--- config.mk ---
export PLATFORM = sky130hd
export DESIGN_NAME = systolic_feeder_flat
export DESIGN_NICKNAME = d
export VERILOG_FILES = /design/src/rtl/systolic_feeder_if.sv /design/src/rtl/systolic_feeder.sv /design/src/flat_wrapper.sv
export SDC_FILE = /design/constraint.sdc
export NUM_CORES = 1
export LEC_CHECK = 0
export CORE_ASPECT_RATIO = 1.25
export CORE_MARGIN = 2
export CORE_UTILIZATION = 60
export CTS_CLUSTER_SIZE = 30
export DETAILED_ROUTE_END_ITERATION = 7
export GPL_ROUTABILITY_DRIVEN = 0
export PLACE_DENSITY = 0.84
export REMOVE_ABC_BUFFERS = 1
export SETUP_SLACK_MARGIN = 0.4
export SYNTH_ARGS = -nofsm -noshare
export SYNTH_HDL_FRONTEND = slang
export SYNTH_SLANG_ARGS = --single-unit
export TNS_END_PERCENT = 30
--- constraint.sdc ---
create_clock -name clk -period 10.3 [get_ports clk]
set_clock_uncertainty 0.2 [all_clocks]
set_input_delay 2.06 -clock clk [delete_from_list [all_inputs] [get_ports clk]]
set_output_delay 2.06 -clock clk [all_outputs]
set_load 0.05 [all_outputs]
--- src/rtl/systolic_feeder_if.sv ---
// Load handshake and skewed array-edge streams of the systolic feeder.
interface systolic_feeder_if #(
  parameter int DATA_SIZE = 8
);
  logic                   in_valid;
  logic                   in_ready;
  logic [4*DATA_SIZE-1:0] in_a;
  logic [4*DATA_SIZE-1:0] in_b;
  logic [DATA_SIZE-1:0]   a1, a2, a3, a4;
  logic [DATA_SIZE-1:0]   b1, b2, b3, b4;
  logic                   busy;
  logic                   done;

  modport master (
    output in_valid, in_a, in_b,
    input  in_ready, a1, a2, a3, a4, b1, b2, b3, b4, busy, done
  );

  modport slave (
    input  in_valid, in_a, in_b,
    output in_ready, a1, a2, a3, a4, b1, b2, b3, b4, busy, done
  );
endinterface

--- src/rtl/systolic_feeder.sv ---
// Buffers four A-column/B-row beats and streams them diagonally skewed into a 4x4 systolic array.
// Optional macro FEEDER_DBLBUF_EN adds a shadow operand bank so the next job loads while one feeds.
module systolic_feeder #(
  parameter int DATA_SIZE    = 8,
  parameter int DRAIN_CYCLES = 4
) (
  input logic               clk,
  input logic               rst,
  systolic_feeder_if.slave  bus
);
  localparam int DW = (DRAIN_CYCLES > 1) ? $clog2(DRAIN_CYCLES) : 1;

  typedef enum logic [2:0] {ST_IDLE, ST_LOAD, ST_FEED, ST_DRAIN, ST_DONE} state_t;

  state_t               r_state, w_state_nxt;
  logic [1:0]           r_k, w_k_nxt;
  logic [2:0]           r_t, w_t_nxt;
  logic [DW-1:0]        r_drain, w_drain_nxt;
  logic                 r_in_ready, w_ready_nxt;
  logic                 w_accept;
  logic                 w_wr_en;
  logic [1:0]           w_wr_k;
  logic [DATA_SIZE-1:0] r_a [4];
  logic [DATA_SIZE-1:0] r_b [4];
  logic [DATA_SIZE-1:0] w_a_nxt [4];
  logic [DATA_SIZE-1:0] w_b_nxt [4];
  logic [DATA_SIZE-1:0] w_rd_a [4][4];
  logic [DATA_SIZE-1:0] w_rd_b [4][4];

`ifdef FEEDER_DBLBUF_EN
  logic [DATA_SIZE-1:0] r_bank_a [2][4][4];
  logic [DATA_SIZE-1:0] r_bank_b [2][4][4];
  logic                 r_sel, w_sel_nxt, w_wr_bank;
  logic [2:0]           r_sh_cnt, w_sh_nxt;
`else
  logic [DATA_SIZE-1:0] r_bank_a [4][4];
  logic [DATA_SIZE-1:0] r_bank_b [4][4];
`endif

  assign w_accept = bus.in_valid & r_in_ready;

  always_comb begin
    w_state_nxt = r_state;
    w_k_nxt     = r_k;
    w_t_nxt     = r_t;
    w_drain_nxt = r_drain;
    w_wr_en     = 1'b0;
    w_wr_k      = r_k;
`ifdef FEEDER_DBLBUF_EN
    w_sel_nxt   = r_sel;
    w_sh_nxt    = r_sh_cnt;
    w_wr_bank   = r_sel;
`endif
    unique case (r_state)
      ST_IDLE: begin
        if (w_accept) begin
          w_wr_en     = 1'b1;
          w_wr_k      = 2'd0;
          w_k_nxt     = 2'd1;
          w_state_nxt = ST_LOAD;
        end
      end
      ST_LOAD: begin
        if (w_accept) begin
          w_wr_en = 1'b1;
          w_wr_k  = r_k;
          w_k_nxt = r_k + 2'd1;
          if (r_k == 2'd3) begin
            w_state_nxt = ST_FEED;
            w_t_nxt     = '0;
          end
        end
      end
      ST_FEED: begin
        if (r_t == 3'd6) begin
          w_state_nxt = ST_DRAIN;
          w_drain_nxt = '0;
        end else begin
          w_t_nxt = r_t + 3'd1;
        end
      end
      ST_DRAIN: begin
        if (r_drain == DW'(DRAIN_CYCLES - 1)) w_state_nxt = ST_DONE;
        else                                  w_drain_nxt = r_drain + DW'(1);
      end
      ST_DONE: begin
        w_state_nxt = ST_IDLE;
        w_t_nxt     = '0;
      end
      default: w_state_nxt = ST_IDLE;
    endcase

`ifdef FEEDER_DBLBUF_EN
    if ((r_state inside {ST_FEED, ST_DRAIN, ST_DONE}) && w_accept) begin
      w_wr_en   = 1'b1;
      w_wr_bank = ~r_sel;
      w_wr_k    = r_sh_cnt[1:0];
      w_sh_nxt  = r_sh_cnt + 3'd1;
    end
    // Leaving DONE, the shadow bank becomes active: full -> feed at once, partial -> keep loading.
    if (r_state == ST_DONE) begin
      if (w_sh_nxt == 3'd4) begin
        w_state_nxt = ST_FEED;
        w_t_nxt     = '0;
        w_k_nxt     = '0;
        w_sel_nxt   = ~r_sel;
        w_sh_nxt    = '0;
      end else if (w_sh_nxt != 3'd0) begin
        w_state_nxt = ST_LOAD;
        w_k_nxt     = w_sh_nxt[1:0];
        w_sel_nxt   = ~r_sel;
        w_sh_nxt    = '0;
      end
    end
    w_ready_nxt = (w_sh_nxt != 3'd4);
`else
    w_ready_nxt = (w_state_nxt == ST_IDLE) || (w_state_nxt == ST_LOAD);
`endif
  end

  always_comb begin
    for (int unsigned i = 0; i < 4; i++) begin
      for (int unsigned k = 0; k < 4; k++) begin
`ifdef FEEDER_DBLBUF_EN
        w_rd_a[i][k] = r_bank_a[w_sel_nxt][i][k];
        w_rd_b[i][k] = r_bank_b[w_sel_nxt][i][k];
`else
        w_rd_a[i][k] = r_bank_a[i][k];
        w_rd_b[i][k] = r_bank_b[i][k];
`endif
      end
    end
  end

  // Lane i carries element k exactly when the upcoming feed step equals i+k.
  always_comb begin
    for (int unsigned i = 0; i < 4; i++) begin
      w_a_nxt[i] = '0;
      w_b_nxt[i] = '0;
    end
    if (w_state_nxt == ST_FEED) begin
      for (int unsigned i = 0; i < 4; i++) begin
        for (int unsigned k = 0; k < 4; k++) begin
          if (w_t_nxt == 3'(i + k)) begin
            w_a_nxt[i] = w_rd_a[i][k];
            w_b_nxt[i] = w_rd_b[k][i];
          end
        end
      end
    end
  end

  always_ff @(posedge clk or negedge rst) begin
    if (!rst) begin
      r_state    <= ST_IDLE;
      r_k        <= '0;
      r_t        <= '0;
      r_drain    <= '0;
      r_in_ready <= 1'b0;
      for (int unsigned i = 0; i < 4; i++) begin
        r_a[i] <= '0;
        r_b[i] <= '0;
      end
`ifdef FEEDER_DBLBUF_EN
      r_sel    <= 1'b0;
      r_sh_cnt <= '0;
`endif
    end else begin
      r_state    <= w_state_nxt;
      r_k        <= w_k_nxt;
      r_t        <= w_t_nxt;
      r_drain    <= w_drain_nxt;
      r_in_ready <= w_ready_nxt;
      for (int unsigned i = 0; i < 4; i++) begin
        r_a[i] <= w_a_nxt[i];
        r_b[i] <= w_b_nxt[i];
      end
`ifdef FEEDER_DBLBUF_EN
      r_sel    <= w_sel_nxt;
      r_sh_cnt <= w_sh_nxt;
`endif
    end
  end

  always_ff @(posedge clk) begin
    if (w_wr_en) begin
      for (int unsigned i = 0; i < 4; i++) begin
`ifdef FEEDER_DBLBUF_EN
        r_bank_a[w_wr_bank][i][w_wr_k] <= bus.in_a[i*DATA_SIZE +: DATA_SIZE];
        r_bank_b[w_wr_bank][w_wr_k][i] <= bus.in_b[i*DATA_SIZE +: DATA_SIZE];
`else
        r_bank_a[i][w_wr_k] <= bus.in_a[i*DATA_SIZE +: DATA_SIZE];
        r_bank_b[w_wr_k][i] <= bus.in_b[i*DATA_SIZE +: DATA_SIZE];
`endif
      end
    end
  end

  assign bus.in_ready = r_in_ready;
  assign bus.busy     = (r_state != ST_IDLE);
  assign bus.done     = (r_state == ST_DONE);
  assign bus.a1       = r_a[0];
  assign bus.a2       = r_a[1];
  assign bus.a3       = r_a[2];
  assign bus.a4       = r_a[3];
  assign bus.b1       = r_b[0];
  assign bus.b2       = r_b[1];
  assign bus.b3       = r_b[2];
  assign bus.b4       = r_b[3];
endmodule

--- src/flat_wrapper.sv ---
// flat-port wrapper written by rule: the top's interface ports become plain ports
module systolic_feeder_flat 
#(
  parameter int DATA_SIZE    = 8,
  parameter int DRAIN_CYCLES = 4
)
  (clk, rst, bus_in_valid, bus_in_a, bus_in_b, bus_in_ready, bus_a1, bus_a2, bus_a3, bus_a4, bus_b1, bus_b2, bus_b3, bus_b4, bus_busy, bus_done);
  systolic_feeder_if #(.DATA_SIZE(DATA_SIZE)) bus_i ();
  input logic clk;
  input logic rst;
  input wire logic [$bits(bus_i.in_valid)-1:0] bus_in_valid;
  input wire logic [$bits(bus_i.in_a)-1:0] bus_in_a;
  input wire logic [$bits(bus_i.in_b)-1:0] bus_in_b;
  output wire logic [$bits(bus_i.in_ready)-1:0] bus_in_ready;
  output wire logic [$bits(bus_i.a1)-1:0] bus_a1;
  output wire logic [$bits(bus_i.a2)-1:0] bus_a2;
  output wire logic [$bits(bus_i.a3)-1:0] bus_a3;
  output wire logic [$bits(bus_i.a4)-1:0] bus_a4;
  output wire logic [$bits(bus_i.b1)-1:0] bus_b1;
  output wire logic [$bits(bus_i.b2)-1:0] bus_b2;
  output wire logic [$bits(bus_i.b3)-1:0] bus_b3;
  output wire logic [$bits(bus_i.b4)-1:0] bus_b4;
  output wire logic [$bits(bus_i.busy)-1:0] bus_busy;
  output wire logic [$bits(bus_i.done)-1:0] bus_done;
  assign bus_i.in_valid = bus_in_valid;
  assign bus_i.in_a = bus_in_a;
  assign bus_i.in_b = bus_in_b;
  assign bus_in_ready = bus_i.in_ready;
  assign bus_a1 = bus_i.a1;
  assign bus_a2 = bus_i.a2;
  assign bus_a3 = bus_i.a3;
  assign bus_a4 = bus_i.a4;
  assign bus_b1 = bus_i.b1;
  assign bus_b2 = bus_i.b2;
  assign bus_b3 = bus_i.b3;
  assign bus_b4 = bus_i.b4;
  assign bus_busy = bus_i.busy;
  assign bus_done = bus_i.done;
  systolic_feeder #(.DATA_SIZE(DATA_SIZE), .DRAIN_CYCLES(DRAIN_CYCLES)) u_core (.clk(clk), .rst(rst), .bus(bus_i));
endmodule
==> impl_metrics.py, run 1 <==
metrics = {
    "finish": {
        "register_area_um2": 9570,
        "multi_input_area_um2": 2930,
        "nets": 1009,
        "stdcell_count": 1236,
        "area_growth_pct": 20.2,
        "num-fill-cells": 1254,
        "fin_util_pct": 73.8,
        "drive_above_1_share_pct": 11.2,
    },
    "drt": {
        "vias_per_cell": 6.43,
        "drc": 0,
        "wirelength_um": 28400,
        "vias": 7948,
        "drtPass1Iterations": 6,
        "drt_iter0_markers": 814,
        "antenna_left": 0,
        "wire_per_inst_um": 23.0,
    },
    "clock_tree": {
        "hold_buffers": 0,
        "cts.sinks": 331,
        "cts_tree": "done",
        "cts_buffer_depth": 3,
        "post_cts_resized": 0,
        "cts_root_buffer": "clkbuf_16",
        "post_cts_buffers": 0,
        "clkSlewWorstSetupHoldPaths_ns": 0.06,
        "clock_latency_ns": 0.55,
        "htreeDepth": 1,
        "cts_buffers": 30,
    },
    "timing": {
        "rsz0062_at_grt": "false",
        "finalSetupViolations": 0,
        "setup-tns-final_ns": 0,
        "relSlewSlack_pct": 24.1,
        "final.period_utilization_pct": 52.5,
        "hold_viol": 0,
        "fin_ws_ns": 4.90,
        "drv_slew": 0,
        "fmax_ghz": 0.185,
        "finalWorstPathRequiredPeriod_ns": 5.40,
        "tightest_slew_ns": 1.14,
    },
    "job": {
        "maxCapViolations": 0,
    },
    "power_and_ir_drop": {
        "power_density_nw_per_um2": 280,
        "power_leakage_nw": 5.43,
        "ir_drop_uv": 168,
    },
    "floorplanning": {
        "rows": 59,
        "core_region_area_um2": 20900,
        "die_y_um": 167,
        "start_util_pct": 61.4,
        "die_x_um": 135,
        "die-area_um2": 22600,
        "num_io_pins": 134,
    },
    "critical_path": {
        "cp.arrival_ns": 5.58,
        "worstPathRequired_ns": 10.48,
        "cp-end-kind": "register",
        "critPathMaxFanout": 32,
        "cp-start-kind": "input pin",
        "crit_type": "input pin to register",
    },
    "run_status": {
        "status": "completed",
    },
    "yosys": {
        "async_flop_share_pct": 22.7,
        "ys.flop_type": "edfxtp_1",
        "synth_cell_types": 58,
        "yosysMostFrequentCell": "edfxtp_1",
        "yosysSeqAreaShare_pct": 74.6,
        "yosysWarnings": 0,
        "yosys.area.top_type": "edfxtp_1",
        "yosys.area.top_type_share_pct": 60.0,
        "syn-instance-count": 814,
        "synth_commonest_cells": "256 x edfxtp_1, 86 x o21ai_0, 75 x dfrtp_1",
        "syn_area_um2": 12800,
        "synth-seq-cells": 331,
        "synthTopCellsByArea": "edfxtp_1 60%, dfrtp_1 15%, o21ai_0 3.4%",
        "synth_edf_count": 256,
        "syn_area_per_cell_um2": 15.8,
    },
    "grt": {
        "antenna_found_initial": 1,
        "overflow": 0,
        "grt_pass1_wl_um": 43800,
        "grt_pass1_vias": 8082,
        "track_usage_pct": 25.2,
        "grt_max_degree": 65,
    },
    "placed_design": {
        "place_hpwl_um": 15500,
        "dpl_worst_slack_ns": 4.38,
        "portBuffers": 133,
        "placedCellCount": 1180,
    },
    "min_path": {
        "hold_path_class": "register to register",
    },
}
-- cells by family after synthesis --
family | synth area share, %
muxes | 3.12
buffers and inverters | 2.89
DFF | 74.6
xor gates and xnor gates | 0.127
AOI/OAI and AO/OA | 15.5
adders and majority gates | 0.390
and+or+nand+nor | 3.37
-- area by class of cell --
| type | count | share of cell area [%] |
|---|---|---|
| Antenna cell | 1 | 0.0162 |
| Multi-Input combinational cell | 406 | 19.0 |
| Clock inverter | 12 | 0.909 |
| Timing Repair Buffer | 148 | 9.35 |
| Inverter | 21 | 0.511 |
| Sequential cell | 331 | 62.1 |
| Tap cell | 274 | 2.22 |
| Clock buffer | 43 | 5.91 |
-- where the power goes --
part           total (mW)  internal, mW  leakage (nW)  switching, mW
combinational        1.38         0.456          1.56          0.926
sequential           1.79          1.69          3.35         0.0987
clock                1.15         0.687         0.520          0.466
total                4.32          2.83          5.43           1.49
-- critical path, cell delays in order --
cell,delay [ns]
clkdlybuf4s50_1,0.49
nand3_1,0.24
o22ai_4,0.73
a31oi_4,0.40
buf_4,0.37
nand2b_1,0.71
o21ai_0,0.47
a21oi_1,0.08
-- registers in the layout, summed over array words and instances, names as in the netlist --
signal / flops
u_core.bus.b4: 8
u_core.bus.a3: 8
u_core.r_drain: 2
u_core.bus.b1: 8
u_core.bus.a1: 8
u_core.r_k: 2
u_core.bus.a2: 8
u_core.r_state: 3
u_core.bus.in_ready: 1
u_core.bus.b3: 8
u_core.bus.b2: 8
u_core.bus.a4: 8
u_core.r_t: 3
u_core.r_bank_a: 128
u_core.r_bank_b: 128
-- placed cells by master, fill, tap and decap left out, types with 17 or more instances in the layout --
master	instances
edfxtp_1	256
clkdlybuf4s50_1	132
o21ai_0	85
dfrtp_1	74
a21oi_1	37
o22ai_1	32
a211oi_1	32
clkbuf_16	31
nor2_1	21
nor3_1	20
inv_1	19
a21o_1	17
-- path summary, 6_finish.rpt --
kind	start	endpoint	slack, ns	cells after the start
setup / recovery	bus_in_valid	u_core.bus.b2[0]	4.90	8
hold / removal	u_core.r_bank_a[3][0]	u_core.bus.a4[0]	0.31	2
setup reg to reg	u_core.r_t[0]	u_core.bus.b2[0]	4.92	10
hold reg to reg	u_core.r_bank_a[3][0]	u_core.bus.a4[0]	0.31	2
max in group asynchronous	rst	u_core.r_t[0]	7.55	2
min in group asynchronous	rst	u_core.bus.a1[7]	1.17	1
-- per-stage QoR --
stage	hold WS, ns	area (µm²)	power [mW]
after floorplan	0.288	12500	2.70
after global placement	0.295	14400	3.13
after detailed placement	0.304	14400	3.17
after CTS	0.317	15400	4.33
after global routing	0.341	15400	4.50
final	0.313	15400	4.32
-- per-layer routing --
layer | global-route usage (%) | part of all wire (%) | vias up
li1 | - | - | 3491
met1 | 32.3 | 37 | 3988
met2 | 44.0 | 53 | 413
met3 | 3.45 | 7.4 | 56
met4 | 9.29 | 2.4 | 0
met5 | 0 | 0 | -
Note: power is estimated with default switching activity, not from simulation.
==> run 2: changes to the inputs <==
Settings changed: CORE_UTILIZATION 60 to 51, PLACE_DENSITY 0.84 to 0.76.
Clock period 10.3 ns to 4.4 ns, I/O delays scaled along.
==> impl_metrics.py, run 2 (same netlist as run 1, synthesis figures left out) <==
metrics = {
    "grt": {
        "grt_pass1_vias": 7853,
        "grt_pass1_wl_um": 42200,
        "grt_max_degree": 76,
        "antenna_found_initial": 1,
        "overflow": 0,
        "track_usage_pct": 20.3,
    },
    "floorplanning": {
        "num_io_pins": 134,
        "die-area_um2": 26400,
        "die_y_um": 181,
        "core_region_area_um2": 24600,
        "rows": 64,
        "die_x_um": 146,
        "start_util_pct": 52.2,
    },
    "critical_path": {
        "cp.arrival_ns": 3.96,
        "critPathMaxFanout": 22,
        "crit_type": "register to register",
        "worstPathRequired_ns": 4.61,
        "cp-end-kind": "register",
        "cp-start-kind": "register",
    },
    "clock_tree": {
        "cts_buffers": 30,
        "cts_buffer_depth": 3,
        "post_cts_buffers": 0,
        "hold_buffers": 0,
        "cts.sinks": 331,
        "htreeDepth": 1,
        "cts_root_buffer": "clkbuf_16",
        "cts_tree": "done",
        "clkSlewWorstSetupHoldPaths_ns": 0.06,
        "post_cts_resized": 0,
        "clock_latency_ns": 0.54,
    },
    "timing": {
        "hold_viol": 0,
        "finalSetupViolations": 0,
        "fin_ws_ns": 0.647,
        "fmax_ghz": 0.266,
        "hold_ws_ns": 0.302,
        "drv_slew": 0,
        "rsz0062_at_grt": "false",
        "finalWorstPathRequiredPeriod_ns": 3.75,
        "relSlewSlack_pct": 29.2,
        "final.period_utilization_pct": 85.3,
        "tightest_slew_ns": 1.06,
        "setup-tns-final_ns": 0,
    },
    "power_and_ir_drop": {
        "power_switching_mw": 3.46,
        "seqPwrFrac_pct": 41.0,
        "intPower_mw": 6.73,
        "switching_share_pct": 33.9,
        "power_leakage_nw": 5.46,
        "power_frac_clock_pct": 26.9,
        "pwr-share-comb_pct": 32.1,
        "ir_drop_uv": 325,
        "power_density_nw_per_um2": 654,
    },
    "min_path": {
        "hold_path_class": "register to register",
    },
    "finish": {
        "final_common_cell": "edfxtp_1",
        "drive_above_1_share_pct": 11.4,
        "final_cell_area_um2": 15600,
        "stdcell_count": 1300,
        "area_growth_pct": 21.5,
        "reg.largest.list": "u_core.r_bank_a: 128 flops, u_core.r_bank_b: 128 flops",
        "nets": 1016,
        "final_cell_mix": "256 x edfxtp_1, 132 x clkdlybuf4s50_1, 85 x o21ai_0",
    },
    "run_status": {
        "status": "completed",
    },
    "placed_design": {
        "dpl_worst_slack_ns": 0.781,
        "placedCellCount": 1243,
        "place_hpwl_um": 15500,
        "portBuffers": 133,
        "placed_area_um2": 14500,
    },
    "drt": {
        "drtPass1Iterations": 5,
        "wire_per_inst_um": 21.2,
        "vias_per_cell": 5.91,
        "vias": 7689,
        "antenna_left": 0,
        "drc": 0,
        "wirelength_um": 27600,
        "drt_iter0_markers": 911,
    },
    "job": {
        "maxCapViolations": 0,
    },
}
==> run 2: cell types whose count changed in the layout (fill, tap and decap cells not counted), sizes merged <==
cell / delta
inv: +1
bufinv: +3
clkbuf: -5
buf: +7
clkinv: +1
clkinvlp: +1
==> run 2: cell type report <==
| cell class | count | area, µm² |
|---|---|---|
| Sequential cell | 331 | 9570 |
| Multi-Input combinational cell | 406 | 2930 |
| Tap cell | 330 | 413 |
| Clock buffer | 38 | 812 |
| Clock inverter | 18 | 248 |
| Fill cell | 1751 | 9000 |
| Antenna cell | 1 | 2.50 |
| Timing Repair Buffer | 155 | 1530 |
| Inverter | 21 | 78.8 |
==> run 2: critical path, stage by stage (launching register included) <==
cell and delay [ns]:
dfrtp_2 0.40, clkinv_1 0.36, ha_1 0.33, and2_1 0.60, nand2_1 0.22, a31oi_4 0.26
buf_4 0.34, nand2_1 0.46, o21ai_0 0.33, a21oi_1 0.10
==> run 2: power groups by stage <==
| stage | logic, mW | registers, mW | clock network [mW] |
|---|---|---|---|
| global route | 3.51 | 4.22 | 2.90 |
| finish | 3.27 | 4.17 | 2.74 |
| detailed placement | 3.25 | 4.23 | 0 |
| CTS | 3.27 | 4.17 | 2.78 |
| global placement | 3.17 | 4.21 | 0 |
| floorplan | 1.70 | 4.62 | 0 |
==> run 2: per-stage QoR <==
| stage | power [mW] | util [%] |
|---|---|---|
| after floorplan | 6.32 | - |
| after global placement | 7.39 | 59.1 |
| after detailed placement | 7.48 | 59.1 |
| after CTS | 10.2 | 63.4 |
| after global routing | 10.6 | 63.4 |
| final | 10.2 | 63.4 |
==> run 2: worst paths after layout <==
check / startpoint / endpoint / slack (ns) / depth (start not counted)
setup / recovery: u_core.r_t[0] / u_core.bus.a3[1] / 0.65 / 9
hold / removal: u_core.r_bank_a[3][1] / u_core.bus.a4[1] / 0.30 / 2
setup reg to reg: u_core.r_t[0] / u_core.bus.a3[1] / 0.65 / 9
hold reg to reg: u_core.r_bank_a[3][1] / u_core.bus.a4[1] / 0.30 / 2
max in group asynchronous: rst / u_core.r_t[0] / 2.96 / 1
min in group asynchronous: rst / u_core.bus.a3[5] / 0.33 / 1
==> run 2: per-layer routing <==
layer / track usage (%) / wire length (µm) / vias to the layer above
met5: 0 / 0 / -
met4: 6.86 / 664 / 0
met3: 2.90 / 1610 / 50
met2: 36.8 / 14800 / 301
met1: 25.1 / 10500 / 3821
li1: - / - / 3517
==> run 3: changes to the inputs <==
Settings changed: CAP_MARGIN set to 20, HOLD_SLACK_MARGIN set to 0.05.
==> impl_metrics.py, run 3 (same netlist as run 1, synthesis figures left out) <==
metrics = {
    "run_status": {
        "status": "completed",
    },
    "clock_tree": {
        "post_cts_resized": 0,
        "htreeDepth": 1,
        "clkSlewWorstSetupHoldPaths_ns": 0.06,
        "clock_latency_ns": 0.54,
        "cts_buffers": 30,
        "cts_root_buffer": "clkbuf_16",
        "cts_tree": "done",
        "cts.sinks": 331,
        "cts_buffer_depth": 3,
    },
    "power_and_ir_drop": {
        "p_total_mw": 10.2,
        "intPower_mw": 6.73,
        "power_density_nw_per_um2": 652,
        "pwr-share-comb_pct": 32.1,
        "power_frac_clock_pct": 26.9,
        "switching_share_pct": 33.9,
        "seqPwrFrac_pct": 41.0,
        "power_switching_mw": 3.45,
        "ir_drop_uv": 325,
        "power_leakage_nw": 5.48,
    },
    "min_path": {
        "hold_end": "u_core.bus.a4[1]",
        "hold_path_class": "register to register",
        "hold_depth": 2,
        "hold_start": "u_core.r_bank_a[3][1]",
    },
    "finish": {
        "final_cell_mix": "256 x edfxtp_1, 132 x clkdlybuf4s50_1, 85 x o21ai_0",
        "fin_util_pct": 63.5,
        "drive_above_1_share_pct": 11.4,
        "nets": 1018,
        "stdcell_count": 1302,
        "reg.largest.list": "u_core.r_bank_a: 128 flops, u_core.r_bank_b: 128 flops",
        "area_growth_pct": 21.8,
        "final_common_cell": "edfxtp_1",
    },
    "floorplanning": {
        "start_util_pct": 52.2,
        "rows": 64,
        "die-area_um2": 26400,
        "die_x_um": 146,
        "num_io_pins": 134,
        "core_region_area_um2": 24600,
        "die_y_um": 181,
    },
    "critical_path": {
        "r2r_setup_slack_ns": 0.70,
        "crit_chain": "clkinv_1 > ha_1 > and2_1 > nand2_1 > a31oi_4 > buf_4 > nand2_1 > o21ai_0 > a21oi_1",
        "worst-path-buf-inv": 2,
        "cp-start-kind": "register",
        "critPathMaxFanout": 22,
        "timing.rr.start": "u_core.r_t[0]",
        "r2r-end": "u_core.bus.a3[1]",
        "crit_family": "simple AND/OR/NAND/NOR gates",
        "worstPathRequired_ns": 4.61,
        "ff2ff_path_depth": 9,
        "crit_type": "register to register",
        "slowest_delay_ns": 0.57,
        "cp.arrival_ns": 3.91,
        "crit_top_cell": "nand2_1",
        "slowest_stage": "and2_1",
        "cp-end-kind": "register",
    },
    "timing": {
        "finalWorstPathRequiredPeriod_ns": 3.70,
        "fmax_ghz": 0.270,
        "tightest_slew_ns": 0.921,
        "rsz0062_at_grt": "false",
        "drv_slew": 0,
        "hold_viol": 0,
        "relSlewSlack_pct": 38.6,
        "setup-tns-final_ns": 0,
        "finalSetupViolations": 0,
        "fin_ws_ns": 0.701,
        "final.period_utilization_pct": 84.1,
    },
    "grt": {
        "grt_pass1_wl_um": 42200,
        "grt_max_degree": 76,
        "overflow": 0,
        "grt_pass1_vias": 7853,
        "track_usage_pct": 20.3,
        "antenna_found_initial": 1,
    },
    "placed_design": {
        "portBuffers": 133,
        "dpl_worst_slack_ns": 0.781,
        "place_hpwl_um": 15500,
        "placedCellCount": 1243,
    },
    "drt": {
        "wirelength_um": 27500,
        "vias_per_cell": 5.89,
        "antenna_left": 0,
        "drc": 0,
        "drt_iter0_markers": 853,
        "drtPass1Iterations": 5,
        "wire_per_inst_um": 21.1,
        "vias": 7673,
    },
    "job": {
        "maxCapViolations": 0,
    },
}
## run 3: per-stage QoR
stage / area, µm² / hold WS, ns
2_1_floorplan: 12500 / 0.288
3_3_place_gp: 14500 / 0.294
4_1_cts: 15600 / 0.308
6_report: 15600 / 0.302
3_5_place_dp: 14500 / 0.299
5_1_grt: 15600 / 0.324
## run 3: power groups by stage
stage | sequential (mW) | combinational [mW] | clock (mW)
after global routing | 4.22 | 3.51 | 2.90
after global placement | 4.21 | 3.17 | 0
after floorplan | 4.62 | 1.70 | 0
after detailed placement | 4.23 | 3.25 | 0
final | 4.17 | 3.27 | 2.74
after CTS | 4.17 | 3.27 | 2.78
## run 3: layout make-up
| type | instances | area [µm²] |
|---|---|---|
| sequential | 331 | 9570 |
| fill | 1747 | 8960 |
| multi-input combinational | 406 | 2930 |
| timing repair buffer | 157 | 1570 |
| clock buffer | 38 | 812 |
| tap | 330 | 413 |
| clock inverter | 18 | 248 |
| inverter | 21 | 78.8 |
| antenna | 1 | 2.50 |
## run 3: worst max path at each step
| stage | endpoint | cells after the start | slack, ns | startpoint |
|---|---|---|---|---|
| after floorplan | u_core.r_bank_a[0][10] | 4 | -2.11 | bus_in_valid |
| after global placement | u_core.bus.a1[3] | 7 | 0.82 | bus_in_valid |
| after detailed placement | u_core.bus.b1[2] | 7 | 0.78 | bus_in_valid |
| after CTS | u_core.bus.a3[1] | 9 | 0.76 | u_core.r_t[0] |
| after global routing | u_core.bus.b3[0] | 9 | 0.50 | u_core.r_t[0] |
| final | u_core.bus.a3[1] | 9 | 0.70 | u_core.r_t[0] |
## run 3: routing by layer
layer,up-vias,track usage [%],wire length [µm]
li1,3512,-,-
met4,0,6.86,665
met2,293,36.8,14800
met5,-,0,0
met1,3818,25.1,10400
met3,50,2.90,1610
## run 3: timing repair
action / 4_1_cts / 5_1_grt
hold buffers: 0 / 1
endpoints found under the hold margin: 0 / 10
setup buffers: 0 / 0
setup endpoints to repair: 0 / 0
## run 3: worst register-to-register path, stage by stage, from the launching register on
cell	delay, ns
dfrtp_2	0.40
clkinv_1	0.35
ha_1	0.33
and2_1	0.57
nand2_1	0.22
a31oi_4	0.26
buf_4	0.33
nand2_1	0.47
o21ai_0	0.33
a21oi_1	0.10
==> RTL change (settings of run 1) <==
`DRAIN_CYCLES` is set to 4 in 2 places; all go to 8.
--- a/src/rtl/systolic_feeder.sv
+++ b/src/rtl/systolic_feeder.sv
@@ -2,7 +2,7 @@
 // Optional macro FEEDER_DBLBUF_EN adds a shadow operand bank so the next job loads while one feeds.
 module systolic_feeder #(
   parameter int DATA_SIZE    = 8,
-  parameter int DRAIN_CYCLES = 4
+  parameter int DRAIN_CYCLES = 8
 ) (
   input logic               clk,
   input logic               rst,
--- a/src/flat_wrapper.sv
+++ b/src/flat_wrapper.sv
@@ -2,7 +2,7 @@
 module systolic_feeder_flat 
 #(
   parameter int DATA_SIZE    = 8,
-  parameter int DRAIN_CYCLES = 4
+  parameter int DRAIN_CYCLES = 8
 )
   (clk, rst, bus_in_valid, bus_in_a, bus_in_b, bus_in_ready, bus_a1, bus_a2, bus_a3, bus_a4, bus_b1, bus_b2, bus_b3, bus_b4, bus_busy, bus_done);
   systolic_feeder_if #(.DATA_SIZE(DATA_SIZE)) bus_i ();
Function: no difference found for any inputs over 4 cycles, from zero or initial values and one cycle with rst low; that may be too few to reach the edited logic, so the function may still have changed.
==> RTL change against run 1 <==
- sequential cell count increased by 1
- total power decreased by 10%
- cell area shrank 3.1%
- synthesized cell count is 5.2% lower
- global-route usage is 1.4 points lower
- routed wire length shrank 8.2%
- synthesized area shrank 3.0%
- hold slack worse by 0.048 ns
- fmax increased by 8.1%
- setup slack improved by 0.41 ns
==> RTL change: results (changes against run 1) <==
metric,value,unit,change
synthTopCellsByCount,"edfxtp_1, nand2_1, dfrtp_1",,
met3WireLength,1350,µm,-36%
yosysUniqueCellTypes,53,,-8.6%
syn_avg_cell_area,16.1,µm²,+2.3%
leakagePower,5.26,nW,-3.1%
final_nets,979,,-3.0%
use_met3,2.82,%,-0.63 points
placed_area,0.0140,mm²,-2.5%
hpwl,14400,µm,-7.3%
vias,7188,,-9.6%
cts.clk_slew.worst_paths,0.06,ns,about the same
dr.pass1.iters,5,,-1
grtUsageMet1,28.1,%,-4.2 points
numCtsBuffers,29,,-3.3%
ys.warnings.count,0,,unchanged
n_antenna_cell,0,,-1
grt_pass1_wl,39900,µm,-9.0%
status,finished clean,,
ir_worst_vdd,0.000168,V,about the same
drt_iter0_drc,442,,-46%
ys_seq_area_share,77.1,%,+2.5 points
antenna_found_initial,0,,-1
synth_area_leaders,"edfxtp_1, dfrtp_1, nand2_1",,
met2_usage,43.8,%,-0.20 points
crit_arrival,5.20,ns,-0.38 ns
async_flop_share,22.9,%,+0.23 points
wl,26100,µm,-8.2%
grt_max_degree,81,,+25%
wl_met1,9780,µm,-8.1%
finalNonFillerCells,1199,,-3.0%
grt_use_total,23.8,%,-1.4 points
grt_pass1_vias,7689,,-4.9%
drive_gt1_share,13.1,%,+1.9 points
top_layer_used,met4,,
critPathMaxFanout,39,,+22%
-- RTL change: per-stage QoR --
stage	worst slack [ns]	power, mW
3_5_place_dp	4.77	2.84
5_1_grt	5.12	4.03
4_1_cts	5.31	3.89
6_report	5.30	3.88
3_3_place_gp	4.83	2.81
2_1_floorplan	2.83	2.45
-- RTL change: critical path, stage by stage --
cell and delay (ns):
clkdlybuf4s50_1 0.54, nand4_2 0.22, nand3_1 0.22, and3_2 0.46, buf_4 0.50, nand3_1 0.80
a2bb2oi_1 0.37
-- RTL change: worst paths after layout --
path | startpoint | end | slack [ns] | cells after the start
setup / recovery | bus_in_valid | u_core.bus.a4[5] | 5.30 | 7
hold / removal | u_core.r_bank_a[0][3] | u_core.bus.a1[3] | 0.26 | 1
setup reg to reg | u_core.r_state[0] | u_core.bus.a4[5] | 6.48 | 6
hold reg to reg | u_core.r_bank_a[0][3] | u_core.bus.a1[3] | 0.26 | 1
max in group asynchronous | rst | u_core.bus.b1[0] | 7.66 | 1
min in group asynchronous | rst | u_core.bus.b4[3] | 1.52 | 1
-- RTL change: area by class of cell --
class,instances,area [µm²]
tap,270,338
clock buffer,42,856
fill,1166,5300
sequential,332,9590
clock inverter,11,86.3
timing repair buffer,144,1410
multi-input combinational,394,2640
inverter,6,22.5
-- RTL change: report_power, final --
part	internal (mW)	total [mW]	switching, mW
registers	1.68	1.77	0.0939
clock network	0.601	1.05	0.453
logic	0.307	1.05	0.744
-- RTL change: kinds of logic (layout without fill, tap and decap cells) --
logic type | Yosys count | count (layout) | synth area share (%)
adder cells (fa/ha/maj) | 5 | 5 | 0.503
multiplexers | 7 | 7 | 0.624
AO/OA/AOI/OAI | 184 | 184 | 12.6
flip-flops | 332 | 332 | 77.1
buffers and inverters | 46 | 203 | 1.92
AND/OR/NAND/NOR | 198 | 198 | 7.25
